### src/rtl/nic_pkg.sv
`default_nettype none
// ============================================================================
// Module  : nic_pkg
// Purpose : Shared constants for the ring-node NIC (register map, packet
//           fields, injection FSM states, status word packing).
// Rev     : 1.0
// ============================================================================
package nic_pkg;

    localparam logic [1:0] ADDR_IN_DATA  = 2'd0;
    localparam logic [1:0] ADDR_IN_STAT  = 2'd1;
    localparam logic [1:0] ADDR_OUT_DATA = 2'd2;
    localparam logic [1:0] ADDR_OUT_STAT = 2'd3;

    localparam int VC_BIT  = 63;
    localparam int DIR_BIT = 62;
    localparam int HOP_MSB = 55;
    localparam int HOP_LSB = 48;

    typedef logic [0:0] nic_state_t;
    localparam nic_state_t ST_IDLE = 1'b0;
    localparam nic_state_t ST_SEND = 1'b1;

    function automatic logic [63:0] status_word(input logic [7:0] occ, input logic flag);
        return {48'b0, occ, 7'b0, flag};
    endfunction

endpackage
`default_nettype wire

### src/rtl/nic_fifo.sv
`default_nettype none
// ============================================================================
// Module  : nic_fifo
// Purpose : Power-of-two circular FIFO; push when full and pop when empty
//           are ignored, so callers may drive raw requests.
// Rev     : 1.0
// ============================================================================
module nic_fifo #(
    parameter int DEPTH = 4,
    parameter int WIDTH = 64
) (
    input  logic                     clk,
    input  logic                     reset,
    input  logic                     push,
    input  logic                     pop,
    input  logic [WIDTH-1:0]         din,
    output logic [WIDTH-1:0]         head,
    output logic                     full,
    output logic                     empty,
    output logic [$clog2(DEPTH):0]   count
);

    localparam int AW = $clog2(DEPTH);
    localparam logic [AW:0] C_FULL_COUNT = DEPTH[AW:0];

    logic [WIDTH-1:0] r_mem [DEPTH];
    logic [AW-1:0]    r_wr_ptr;
    logic [AW-1:0]    r_rd_ptr;
    logic [AW:0]      r_count;
    logic             w_push_ok;
    logic             w_pop_ok;

    assign full      = (r_count == C_FULL_COUNT);
    assign empty     = (r_count == '0);
    assign count     = r_count;
    assign head      = r_mem[r_rd_ptr];
    // Full/empty are judged on pre-edge state, so a simultaneous pop never frees a slot for a push.
    assign w_push_ok = push & ~full;
    assign w_pop_ok  = pop & ~empty;

    always_ff @(posedge clk) begin
        if (w_push_ok) begin
            r_mem[r_wr_ptr] <= din;
        end
    end

    always_ff @(posedge clk or posedge reset) begin
        if (reset) begin
            r_wr_ptr <= '0;
            r_rd_ptr <= '0;
            r_count  <= '0;
        end else begin
            if (w_push_ok) begin
                r_wr_ptr <= r_wr_ptr + AW'(1);
            end
            if (w_pop_ok) begin
                r_rd_ptr <= r_rd_ptr + AW'(1);
            end
            case ({w_push_ok, w_pop_ok})
                2'b10:   r_count <= r_count + (AW+1)'(1);
                2'b01:   r_count <= r_count - (AW+1)'(1);
                default: r_count <= r_count;
            endcase
        end
    end

endmodule
`default_nettype wire

### src/rtl/nic.sv
`default_nettype none
// ============================================================================
// Module  : nic
// Purpose : PE-side network interface: buffers PE packets for phase-aligned
//           injection into the router and holds ejected packets for the PE.
// Rev     : 1.0
// ============================================================================
module nic
    import nic_pkg::*;
#(
    parameter int OUT_DEPTH = 4,
    parameter int IN_DEPTH  = 4
) (
    input  logic        clk,
    input  logic        reset,
    input  logic [1:0]  addr,
    input  logic [63:0] d_in,
    output logic [63:0] d_out,
    input  logic        nicEn,
    input  logic        nicEnWr,
    input  logic        net_polarity,
    output logic        net_si,
    output logic [63:0] net_do,
    input  logic        net_ri,
    input  logic        net_so,
    input  logic [63:0] net_di,
    output logic        net_ro
);

    localparam int OUT_CW = $clog2(OUT_DEPTH) + 1;
    localparam int IN_CW  = $clog2(IN_DEPTH) + 1;

    logic [63:0]       w_out_head;
    logic              w_out_full;
    logic              w_out_empty;
    logic [OUT_CW-1:0] w_out_count;
    logic [63:0]       w_in_head;
    logic              w_in_full;
    logic              w_in_empty;
    logic [IN_CW-1:0]  w_in_count;

    logic              w_pe_wr;
    logic              w_pe_rd;
    logic              w_send_ok;
    logic [63:0]       w_d_out;

    nic_state_t        r_state;
    logic [63:0]       r_net_do;

    assign w_pe_wr = nicEn & nicEnWr & (addr == ADDR_OUT_DATA);
    assign w_pe_rd = nicEn & ~nicEnWr;

    // The router flips polarity at this edge, so the head's VC must equal the *next* phase.
    assign w_send_ok = ~w_out_empty & net_ri & (w_out_head[VC_BIT] != net_polarity);

    nic_fifo #(.DEPTH(OUT_DEPTH), .WIDTH(64)) u_out_fifo (
        .clk   (clk),
        .reset (reset),
        .push  (w_pe_wr),
        .pop   (w_send_ok),
        .din   (d_in),
        .head  (w_out_head),
        .full  (w_out_full),
        .empty (w_out_empty),
        .count (w_out_count)
    );

    nic_fifo #(.DEPTH(IN_DEPTH), .WIDTH(64)) u_in_fifo (
        .clk   (clk),
        .reset (reset),
        .push  (net_so),
        .pop   (w_pe_rd & (addr == ADDR_IN_DATA)),
        .din   (net_di),
        .head  (w_in_head),
        .full  (w_in_full),
        .empty (w_in_empty),
        .count (w_in_count)
    );

    always_ff @(posedge clk or posedge reset) begin
        if (reset) begin
            r_state  <= ST_IDLE;
            r_net_do <= '0;
        end else if (w_send_ok) begin
            r_state  <= ST_SEND;
            r_net_do <= w_out_head;
        end else begin
            r_state  <= ST_IDLE;
            r_net_do <= '0;
        end
    end

    always_comb begin
        w_d_out = '0;
        if (w_pe_rd) begin
            case (addr)
                ADDR_IN_DATA:  w_d_out = w_in_empty ? 64'd0 : w_in_head;
                ADDR_IN_STAT:  w_d_out = status_word(8'(w_in_count), ~w_in_empty);
                ADDR_OUT_STAT: w_d_out = status_word(8'(w_out_count), w_out_full);
                default:       w_d_out = '0;
            endcase
        end
    end

    assign d_out  = w_d_out;
    assign net_si = (r_state == ST_SEND);
    assign net_do = r_net_do;
    assign net_ro = ~w_in_full;

endmodule
`default_nettype wire

### config.mk
export PLATFORM = sky130hd
export DESIGN_NAME = nic
export DESIGN_NICKNAME = d
export VERILOG_FILES = /design/src/rtl/nic_pkg.sv /design/src/rtl/nic_fifo.sv /design/src/rtl/nic.sv
export SDC_FILE = /design/constraint.sdc
export NUM_CORES = 1
export LEC_CHECK = 0
export ABC_AREA = 0
export CORE_ASPECT_RATIO = 0.6
export CORE_UTILIZATION = 60
export CTS_CLUSTER_DIAMETER = 40
export DETAILED_ROUTE_END_ITERATION = 8
export PLACE_DENSITY_LB_ADDON = 0.2
export REMOVE_ABC_BUFFERS = 1
export SYNTH_ARGS = -nofsm -noshare
export SYNTH_HDL_FRONTEND = slang
export SYNTH_SLANG_ARGS = --single-unit
### constraint.sdc
create_clock -name clk -period 7.7 [get_ports clk]
set_clock_uncertainty 0.15 [all_clocks]
set_input_delay 1.155 -clock clk [delete_from_list [all_inputs] [get_ports clk]]
set_output_delay 1.155 -clock clk [all_outputs]
set_load 0.05 [all_outputs]
==> results of run 1 <==
==> area by class of cell <==
cell class	count	area share, %
timing repair buffer	278	10.1
clock buffer	77	5.46
antenna	2	0.0184
inverter	18	0.257
tap	504	2.32
sequential	591	63.8
multi-input combinational	396	17.6
clock inverter	17	0.482
==> cell usage after synthesis (2+ instances only) <==
cell,instances
sky130_fd_sc_hd__fa_1,2
sky130_fd_sc_hd__xnor2_1,7
sky130_fd_sc_hd__mux2_1,2
sky130_fd_sc_hd__buf_6,16
sky130_fd_sc_hd__buf_1,3
sky130_fd_sc_hd__nor2b_1,62
sky130_fd_sc_hd__clkbuf_1,13
sky130_fd_sc_hd__and3_1,6
sky130_fd_sc_hd__nor2_1,7
sky130_fd_sc_hd__inv_2,2
sky130_fd_sc_hd__mux4_2,127
sky130_fd_sc_hd__ha_1,10
sky130_fd_sc_hd__mux2i_1,9
sky130_fd_sc_hd__inv_1,16
sky130_fd_sc_hd__o22ai_1,3
sky130_fd_sc_hd__buf_4,5
sky130_fd_sc_hd__dfrtp_1,79
sky130_fd_sc_hd__nand2_1,66
sky130_fd_sc_hd__nor3_2,50
sky130_fd_sc_hd__and2_1,6
sky130_fd_sc_hd__nor3_1,14
sky130_fd_sc_hd__edfxtp_1,512
sky130_fd_sc_hd__nand4b_1,2
sky130_fd_sc_hd__xor2_1,4
sky130_fd_sc_hd__nor3b_1,3
sky130_fd_sc_hd__buf_2,23
==> state kept, by name, indices dropped and copies added (netlist names) <==
name,cells
u_in_fifo.count,3
u_out_fifo.count,3
u_in_fifo.r_rd_ptr,2
u_out_fifo.r_wr_ptr,2
net_si,1
u_in_fifo.r_wr_ptr,2
net_do,64
u_out_fifo.r_rd_ptr,2
u_in_fifo.r_mem,256
u_out_fifo.r_mem,256
==> stage by stage <==
| stage | TNS (ns) | utilization [%] |
|---|---|---|
| 5_1_grt | 0 | 74.2 |
| 2_1_floorplan | -1.24 | - |
| 6_report | 0 | 74.2 |
| 3_5_place_dp | 0 | 69.8 |
| 4_1_cts | 0 | 74.2 |
| 3_3_place_gp | 0 | 69.8 |
==> worst register-to-register path, delay by kind of cell (launching register included) <==
family | cells | cell delay [ns]
buffers and inverters | 2 | 1.61
flip-flops | 1 | 0.86
AND/OR/NAND/NOR | 2 | 0.37
multiplexers | 1 | 0.20
==> layer usage <==
metal / part of all wire [%] / global-route usage (%) / wire length, µm
met1: 43 / 33.0 / 18600
met2: 49 / 37.5 / 21700
met3: 5.1 / 4.80 / 2220
met4: 2.9 / 7.59 / 1260
met5: 0.059 / 0 / 26
==> layout by cell type (no fill, tap or decap), types with 3 or more instances in the layout <==
cell type                         count
sky130_fd_sc_hd__clkbuf_16           53
sky130_fd_sc_hd__dfrtp_4              3
sky130_fd_sc_hd__inv_1               15
sky130_fd_sc_hd__o22ai_1              3
sky130_fd_sc_hd__mux4_2             127
sky130_fd_sc_hd__nand2_1             66
sky130_fd_sc_hd__buf_4               12
sky130_fd_sc_hd__mux2i_1              8
sky130_fd_sc_hd__edfxtp_1           512
sky130_fd_sc_hd__nor2_1               7
sky130_fd_sc_hd__xnor2_1              7
sky130_fd_sc_hd__clkinv_1             7
sky130_fd_sc_hd__ha_1                10
sky130_fd_sc_hd__and3_4               4
sky130_fd_sc_hd__clkbuf_8             7
sky130_fd_sc_hd__dfrtp_1             75
sky130_fd_sc_hd__clkinv_2             6
sky130_fd_sc_hd__clkbuf_1            17
sky130_fd_sc_hd__xor2_1               4
sky130_fd_sc_hd__nor3b_1              3
sky130_fd_sc_hd__nor2b_1             62
sky130_fd_sc_hd__and2_4               4
sky130_fd_sc_hd__nor3_2              50
sky130_fd_sc_hd__nor3_1              14
sky130_fd_sc_hd__clkdlybuf4s50_1    266
==> power by group <==
| part | total, W | leakage, nW | internal (W) | switching (W) |
|---|---|---|---|---|
| Combinational | 0.00263 | 2.69 | 0.00112 | 0.00150 |
| Sequential | 0.00419 | 5.68 | 0.00398 | 0.000210 |
| Clock | 0.00248 | 0.787 | 0.00140 | 0.00108 |
| Total | 0.00929 | 9.17 | 0.00650 | 0.00279 |
==> kinds of logic (layout without fill, tap and decap cells) <==
group | Yosys count | after routing | share of synthesized area [%]
buf+inv | 78 | 390 | 2.04
compound gates | 10 | 10 | 0.322
xor+xnor | 11 | 11 | 0.427
flops | 591 | 591 | 76.9
simple gates | 223 | 223 | 6.20
other cells | 0 | 2 | 0
fa+ha+maj | 12 | 12 | 0.732
mux | 140 | 140 | 13.3
==> final timing paths <==
| path | endpoint | slack, ns | depth (start not counted) |
|---|---|---|---|
| min in group asynchronous | net_do[46]$_DFF_PP0_ | 0.76 | 2 |
| max in group asynchronous | u_in_fifo.r_rd_ptr[0]$_DFFE_PP0P_ | 5.43 | 3 |
| min | u_in_fifo.count[2]$_DFFE_PP0P_ | 0.37 | 1 |
| max reg2reg | net_do[10]$_DFF_PP0_ | 4.33 | 5 |
| min reg2reg | u_in_fifo.count[2]$_DFFE_PP0P_ | 0.37 | 1 |
| max | d_out[24] | 1.92 | 6 |
==> qor.yml, run 1 <==
ios: 267
sequential_cell_area_um2: 17400
routed_wire_length_per_instance_um: 23.3
port_buffers: 266
ant_nets: 0
cp-start-kind: "input port"
finalWirelength_um: 43800
maximum_number_of_pins_on_one_net_before_global_route_repair: 71
synth_area_um2: 22600
syn-mean-instance-area_um2: 21.2
design.final.nets: 1485
initial_utilization_pct: 61.5
dp_slack_ns: 1.91
finalWorstSetupSlack_ns: 1.92
crit_path_top_delay_cell: "sky130_fd_sc_hd__clkdlybuf4s50_1"
die-area_um2: 38400
design.core.area_um2: 36700
post_cts_buffers: 0
critPathRequiredTime_ns: 6.39
totalPowerFinal_w: 0.00929
drt_first_pass_iters: 6
postSynthRegisterBits: 591
synthesized_instance_count: 1065
dieHeight_um: 152
yosysWarningCount: 0
synthFlopType: "sky130_fd_sc_hd__edfxtp_1"
synthDominantCellAreaShare_pct: 68.2
finish.instance_area_um2: 27200
static-leakage-power_nw: 9.17
ctsLongestPathBuffers: 3
reg2reg_from: "u_out_fifo.r_rd_ptr[0]$_DFFE_PP0P_"
synth_seq_area_share_pct: 76.9
outcome: "completed"
ys_top_cells_by_area: "sky130_fd_sc_hd__edfxtp_1, sky130_fd_sc_hd__mux4_2, sky130_fd_sc_hd__dfrtp_1, sky130_fd_sc_hd__nor3_2, sky130_fd_sc_hd__nor2b_1"
min_from: "u_in_fifo.count[2]$_DFFE_PP0P_"
cap_violations: 0
antenna_violations_before_repair: 3
synth_cell_types: 42
asyncSetResetFlopFracSynth_pct: 13.4
critPathTopFamily: "buffers and inverters"
vias_per_cell: 5.72
critical_path.startpoint: "addr[1]"
finalSetupViolCount: 0
power_density_over_the_cells_nw_per_um2: 341
slowest_delay_ns: 0.83
core.rowCount: 54
synth_top_cell_by_area: "sky130_fd_sc_hd__edfxtp_1"
cts_resized: 0
clock-root-buffer: "sky130_fd_sc_hd__clkbuf_16"
final_period_demand_of_the_worst_path_ns: 5.78
postPlaceCellArea_um2: 25600
grt_first_pass_wirelength_um: 67400
grt_pass1_vias: 11500
cts-hold-fix-buffers: 0
vias: 10800
htree_num_levels: 2
placedCellCount: 1787
tightestPinTransition_ns: 1.16
number_of_enable_type_register_cells_in_the_synthesized_netlist: 512
slew_headroom_pct: 22.4
fp.dieW_um: 252
cts_inserted_buffers: 51
clock_latency_ns: 0.56
report.final.slew_viol_count: 0
tritoncts: "built"
criticalPathCategory: "in2out"
timing.fmax_mhz: 173
drcViolationCount: 0
critical_path.cell_chain: "clkdlybuf4s50_1, nor2_1, nand3_2, buf_4, nor2b_1, clkdlybuf4s50_1"
drive_gt1_share_pct: 20.3
timing.critical_path.to_type: "primary output"
period_share_pct: 75.0
grt.total_usage_pct: 23.4
cp.arrival_ns: 4.47
setup_repair_after_global_routing_missed_its_margin: "false"
grt_overflow_total: 0
max_ir_drop_vdd_uv: 220
multi_input_comb_area_um2: 4790
timing.final.hold_violations: 0
path_common_cell: "sky130_fd_sc_hd__clkdlybuf4s50_1"
fillCellCount: 2108
worst_hold_slack_ns: 0.370
cts_num_sinks: 591
critical_path_buf_inv_count: 3
place_hpwl_um: 25200
clkSlewWorstSetupHoldPaths_ns: 0.06
detailedRoute.firstIterationViolations: 726
fin_cells: 1883
finalWeightedCongestion: 0.752
cp_max_fo: 34
syn_to_final_growth_pct: 20.7
min_path_type: "reg2reg"
(Power assumes the default switching activity.)
==> run 2, diff against run 1 <==
Settings changed: CORE_UTILIZATION 60 to 56.
Clock period 7.7 ns to 5.8 ns, I/O delays scaled along.
==> qor.yml, run 2 (synthesized netlist as in run 1, its figures left out) <==
initial_utilization_pct: 57.3  # was 61.5%
drt_first_pass_iters: 9  # was 6
die-area_um2: 41100  # was 38400 µm²
multi_input_comb_area_um2: 4780  # was 4790 µm²
dieHeight_um: 157  # was 152 µm
core.rowCount: 56  # was 54
period_share_pct: 78.4
outcome: "finished, violations left"  # was completed
layout_common_cells: "sky130_fd_sc_hd__edfxtp_1, sky130_fd_sc_hd__clkdlybuf4s50_1, sky130_fd_sc_hd__mux4_2, sky130_fd_sc_hd__dfrtp_1, sky130_fd_sc_hd__nand2_1"  # unchanged
timing.final.hold_violations: 0  # unchanged
critical_path_buf_inv_count: 3  # unchanged
grt_pass1_vias: 11300  # was 11500
vias_per_cell: 5.59  # was 5.72
violated_checks: "design-rule violations"
fp.dieW_um: 261  # was 252 µm
totalPowerFinal_w: 0.0127  # was 0.00929 W
criticalPathCategory: "in2out"  # unchanged
whs_path_cells: 1  # unchanged
tightestPinTransition_ns: 1.08  # was 1.16 ns
clock-root-buffer: "sky130_fd_sc_hd__clkbuf_16"  # unchanged
grt_overflow_total: 0  # unchanged
finalSetupViolCount: 0  # unchanged
critPathTopFamily: "buffers and inverters"  # unchanged
ios: 267  # unchanged
grt.total_usage_pct: 22.0  # was 23.4%
setup_repair_after_global_routing_missed_its_margin: "false"  # unchanged
min_path_type: "reg2reg"  # unchanged
finalWeightedCongestion: 0.772  # was 0.752
clock_latency_ns: 0.57  # was 0.56 ns
finalWirelength_um: 44300  # was 43800 µm
grt_first_pass_wirelength_um: 67000  # was 67400 µm
post_cts_buffers: 0  # unchanged
cp-start-kind: "input port"  # unchanged
critPathRequiredTime_ns: 4.78  # was 6.39 ns
drcViolationCount: 14  # was 0
max_ir_drop_vdd_uv: 283  # was 220 µV
design.final.nets: 1490  # was 1485
timing.critical_path.to_type: "primary output"  # unchanged
static-leakage-power_nw: 9.28  # was 9.17 nW
cts_num_sinks: 591  # unchanged
timing.fmax_mhz: 220
cp.arrival_ns: 3.53  # was 4.47 ns
slowest_delay_ns: 0.84  # was 0.83 ns
r2r_cell_count: 9  # was 5
worstReg2RegEnd: "u_out_fifo.count[2]$_DFFE_PP0P_"  # was net_do[10]$_DFF_PP0_
ctsLongestPathBuffers: 3  # unchanged
setup.reg_to_reg.worst_slack_ns: 2.65  # was 4.33 ns
min_from: "u_in_fifo.r_wr_ptr[1]$_DFFE_PP0P_"  # was u_in_fifo.count[2]$_DFFE_PP0P_
slew_headroom_pct: 28.1  # was 22.4%
clkSlewWorstSetupHoldPaths_ns: 0.06  # about the same
htree_num_levels: 2  # unchanged
routed_wire_length_per_instance_um: 23.2  # was 23.3 µm
sequential_cell_area_um2: 17400  # about the same
path_common_cell: "sky130_fd_sc_hd__clkdlybuf4s50_1"  # unchanged
maximum_number_of_pins_on_one_net_before_global_route_repair: 68  # was 71
ant_nets: 0  # unchanged
power_density_over_the_cells_nw_per_um2: 461  # was 341 nW/µm²
cap_violations: 0  # unchanged
detailedRoute.firstIterationViolations: 688  # was 726
critical_path.cell_chain: "clkdlybuf4s50_1, nor2_1, nand3_2, buf_4, nor2b_1, clkdlybuf4s50_1"  # unchanged
port_buffers: 266  # unchanged
tritoncts: "built"  # unchanged
final_common_cell: "sky130_fd_sc_hd__edfxtp_1"  # unchanged
finish.utilization_pct: 69.7  # was 74.2%
min_delay_worst_endpoint: "u_in_fifo.r_wr_ptr[1]$_DFFE_PP0P_"  # was u_in_fifo.count[2]$_DFFE_PP0P_
final_period_demand_of_the_worst_path_ns: 4.55
cts_inserted_buffers: 52  # was 51
cts-hold-fix-buffers: 0  # unchanged
design.core.area_um2: 39400  # was 36700 µm²
drive_gt1_share_pct: 21.4  # was 20.3%
reg2reg_from: "u_out_fifo.r_rd_ptr[1]$_DFFE_PP0P_"  # was u_out_fifo.r_rd_ptr[0]$_DFFE_PP0P_
cts_resized: 0  # unchanged
cp_max_fo: 56  # was 34
crit_path_top_delay_cell: "sky130_fd_sc_hd__clkdlybuf4s50_1"  # unchanged
report.final.slew_viol_count: 0  # unchanged
fillCellCount: 2457  # was 2108
place_hpwl_um: 25900  # was 25200 µm
vias: 10700  # was 10800
antenna_violations_before_repair: 4  # was 3
syn_to_final_growth_pct: 21.7  # was 20.7%
-- run 2: changes by cell type in the layout (fill, tap and decap cells not counted), moves of 4 or more --
cell                        previous run  this run
sky130_fd_sc_hd__clkinv_2              6        11
sky130_fd_sc_hd__and3_4                4         0
sky130_fd_sc_hd__and3_2                0         4
sky130_fd_sc_hd__inv_6                 0         4
sky130_fd_sc_hd__bufinv_16             2         7
sky130_fd_sc_hd__clkbuf_1             17        11
-- run 2: per-stage QoR --
stage	instances	hold slack [ns]	worst slack, ns	instance area, µm²	setup TNS [ns]
final	1909	0.401	1.25	27400	0
after global routing	1908	0.424	1.12	27400	0
after CTS	1906	0.409	1.26	27400	0
after detailed placement	1809	0.395	1.27	25700	0
after global placement	1809	0.382	1.35	25700	0
after floorplan	1005	0.316	-2.44	22200	-105.54
-- run 2: worst max path at each step --
stage	cells past startpoint	endpoint	start
floorplan	9	u_out_fifo.count[2]$_DFFE_PP0P_	u_out_fifo.r_rd_ptr[0]$_DFFE_PP0P_
global placement	6	d_out[14]	addr[1]
detailed placement	6	d_out[56]	addr[1]
CTS	6	d_out[56]	addr[1]
global route	6	d_out[53]	addr[1]
finish	6	d_out[53]	addr[1]
-- run 2: layout make-up --
type                    count  share of cell area, %
multi-input cells         396                   17.4
clock inverters            27                   1.19
repair buffers            282                   10.2
inverters                  18                  0.251
clock buffers              70                   5.32
flip-flops and latches    591                   63.3
diodes                      3                 0.0273
well taps                 522                   2.38
-- run 2: routing by layer --
layer,GRT usage (%),share of wire [%],up-vias
met3,3.99,4.6,77
met1,30.0,42,5575
met5,0,0.029,-
met2,36.6,51,251
met4,7.12,2.6,2
li1,-,-,4775
-- run 2: where the power goes --
group	leakage, nW	internal [W]	switching (W)	total (W)
logic	2.72	0.00150	0.00196	0.00346
clock network	0.877	0.00209	0.00150	0.00359
registers	5.68	0.00527	0.000336	0.00561
total	9.28	0.00886	0.00380	0.0127
==> run 3, diff against run 2 <==
Settings changed: CORE_UTILIZATION 56 to 50.
Clock period 5.8 ns to 3.8 ns, I/O delays scaled along.
==> qor.yml, run 3 (synthesized netlist as in run 1, its figures left out) <==
outcome: "completed"  # was finished, violations left
drive_gt1_share_pct: 25.9  # was 21.4%
ctsLongestPathBuffers: 3  # unchanged
grt_first_pass_wirelength_um: 69000  # was 67000 µm
reg2reg_from: "u_out_fifo.r_rd_ptr[1]$_DFFE_PP0P_"  # unchanged
final_layout_setup_total_negative_slack_ns: 0  # unchanged
drt_first_pass_iters: 5  # was 9
slew_headroom_pct: 37.5  # was 28.1%
timing.critical_path.to_type: "primary output"  # unchanged
timing.final.hold_violations: 0  # unchanged
ios: 267  # unchanged
crit_path_top_delay_cell: "sky130_fd_sc_hd__buf_4"  # was sky130_fd_sc_hd__clkdlybuf4s50_1
min_path_type: "in2async"  # was reg2reg
dp_slack_ns: 0.530  # was 1.27 ns
dieHeight_um: 167  # was 157 µm
finalWeightedCongestion: 0.813  # was 0.772
grt.total_usage_pct: 19.8  # was 22.0%
period_share_pct: 90.1
grt_pass1_vias: 11200  # was 11300
vias_per_cell: 5.38  # was 5.59
layout_common_cells: "sky130_fd_sc_hd__edfxtp_1, sky130_fd_sc_hd__clkdlybuf4s50_1, sky130_fd_sc_hd__mux4_2, sky130_fd_sc_hd__dfrtp_1"  # was sky130_fd_sc_hd__edfxtp_1, sky130_fd_sc_hd__clkdlybuf4s50_1, sky130_fd_sc_hd__mux4_2, sky130_fd_sc_hd__dfrtp_1, sky130_fd_sc_hd__nand2_1
static-leakage-power_nw: 9.48  # was 9.28 nW
critical_path.cell_chain: "or3_1, nand3_2, buf_4, nor2b_1, buf_12"  # was clkdlybuf4s50_1, nor2_1, nand3_2, buf_4, nor2b_1, clkdlybuf4s50_1
timing.fmax_mhz: 292
cp.arrival_ns: 2.71  # was 3.53 ns
core.rowCount: 59  # was 56
place_hpwl_um: 26400  # was 25900 µm
cts_num_sinks: 591  # unchanged
tightestPinTransition_ns: 0.937  # was 1.08 ns
finish.instance_area_um2: 27600  # was 27400 µm²
detailedRoute.firstIterationViolations: 673  # was 688
cp-start-kind: "flip-flop"  # was input port
clock_latency_ns: 0.58  # was 0.57 ns
final_period_demand_of_the_worst_path_ns: 3.43
finalWirelength_um: 44800  # was 44300 µm
fp.dieW_um: 276  # was 261 µm
critPathRequiredTime_ns: 3.08  # was 4.78 ns
htree_num_levels: 2  # unchanged
max_ir_drop_vdd_uv: 625  # was 283 µV
clkSlewWorstSetupHoldPaths_ns: 0.06  # about the same
design.final.nets: 1499  # was 1490
die-area_um2: 46000  # was 41100 µm²
drcViolationCount: 0  # was 14
criticalPathCategory: "reg2out"  # was in2out
report.final.slew_viol_count: 0  # unchanged
cts_resized: 0  # unchanged
power_density_over_the_cells_nw_per_um2: 698  # was 461 nW/µm²
design.core.area_um2: 43900  # was 39400 µm²
routed_wire_length_per_instance_um: 22.7  # was 23.2 µm
syn_to_final_growth_pct: 22.5  # was 21.7%
post_cts_buffers: 0  # unchanged
final_common_cell: "sky130_fd_sc_hd__edfxtp_1"  # unchanged
critPathTopFamily: "simple AND/OR/NAND/NOR gates"  # was buffers and inverters
ant_nets: 0  # unchanged
clock-root-buffer: "sky130_fd_sc_hd__clkbuf_16"  # unchanged
cts_inserted_buffers: 54  # was 52
vias: 10600  # was 10700
antenna_violations_before_repair: 3  # was 4
slowest_delay_ns: 0.58  # was 0.84 ns
critical_path_buf_inv_count: 2  # was 3
grt_overflow_total: 0  # unchanged
initial_utilization_pct: 51.3  # was 57.3%
port_buffers: 266  # unchanged
fillCellCount: 3038  # was 2457
finalWorstSetupSlack_ns: 0.375  # was 1.25 ns
finalSetupViolCount: 0  # unchanged
setup_repair_after_global_routing_missed_its_margin: "false"  # unchanged
postPlaceCellArea_um2: 25900  # was 25700 µm²
cts-hold-fix-buffers: 0  # unchanged
cap_violations: 0  # unchanged
maximum_number_of_pins_on_one_net_before_global_route_repair: 80  # was 68
critical_path.startpoint: "u_in_fifo.count[0]$_DFFE_PP0P_"  # was addr[1]
tritoncts: "built"  # unchanged
cp_max_fo: 61  # was 56
==> run 3: cell count changes in the layout (fill, tap and decap cells not counted), moves of 2 or more <==
| cell | delta |
|---|---|
| sky130_fd_sc_hd__clkinv_2 | -5 |
| sky130_fd_sc_hd__diode_2 | -2 |
| sky130_fd_sc_hd__bufinv_16 | -2 |
| sky130_fd_sc_hd__clkinv_4 | +3 |
| sky130_fd_sc_hd__clkinv_1 | +4 |
| sky130_fd_sc_hd__inv_6 | -2 |
| sky130_fd_sc_hd__clkbuf_1 | +5 |
| sky130_fd_sc_hd__buf_12 | +19 |
| sky130_fd_sc_hd__buf_4 | +51 |
| sky130_fd_sc_hd__clkdlybuf4s50_1 | -63 |
==> run 3: through the flow <==
step	hold WS, ns	cells	total power (W)	util [%]
after detailed placement	0.400	1873	0.0141	58.9
after global routing	0.337	1975	0.0201	62.9
after floorplan	0.316	1005	0.0124	-
after global placement	0.386	1873	0.0141	58.9
after CTS	0.308	1974	0.0196	62.9
final	0.262	1975	0.0193	62.9
==> run 3: layout make-up <==
type	count	area (µm²)	area share (%)
clock buffers	75	1490	5.40
clock inverters	26	269	0.974
diodes	1	2.50	0.00906
flip-flops and latches	591	17400	62.9
multi-input cells	396	4780	17.3
repair buffers	289	2930	10.6
inverters	18	70.1	0.254
well taps	579	724	2.62
==> run 3: path summary, 6_finish.rpt <==
check | to | slack [ns] | cells past startpoint
max | d_out[32] | 0.37 | 5
min | net_do[43]$_DFF_PP0_ | 0.26 | 3
max reg2reg | u_out_fifo.count[2]$_DFFE_PP0P_ | 0.79 | 9
min reg2reg | u_in_fifo.r_wr_ptr[1]$_DFFE_PP0P_ | 0.41 | 1
max in group asynchronous | u_in_fifo.r_rd_ptr[0]$_DFFE_PP0P_ | 2.76 | 3
min in group clk | u_in_fifo.r_wr_ptr[1]$_DFFE_PP0P_ | 0.41 | 1
==> run 3: worst min-delay path, stage by stage <==
cell and delay, ns:
sky130_fd_sc_hd__clkdlybuf4s50_1 0.44, sky130_fd_sc_hd__inv_4 0.07, sky130_fd_sc_hd__buf_12 0.33
==> run 3: layer usage <==
| metal | part of all wire [%] | vias to the layer above | wire length [µm] | global-route usage (%) |
|---|---|---|---|---|
| li1 | - | 4791 | - | - |
| met1 | 43 | 5582 | 19400 | 27.7 |
| met2 | 51 | 199 | 23000 | 32.9 |
| met3 | 3.9 | 58 | 1740 | 3.47 |
| met4 | 1.3 | 4 | 594 | 4.40 |
| met5 | 0.060 | - | 27 | 0 |
==> run 3: where the power goes <==
| group | total [W] | internal, W | switching [W] | leakage [nW] |
|---|---|---|---|---|
| sequential | 0.00849 | 0.00804 | 0.000443 | 5.68 |
| clock | 0.00539 | 0.00309 | 0.00230 | 0.854 |
| combinational | 0.00540 | 0.00234 | 0.00306 | 2.95 |
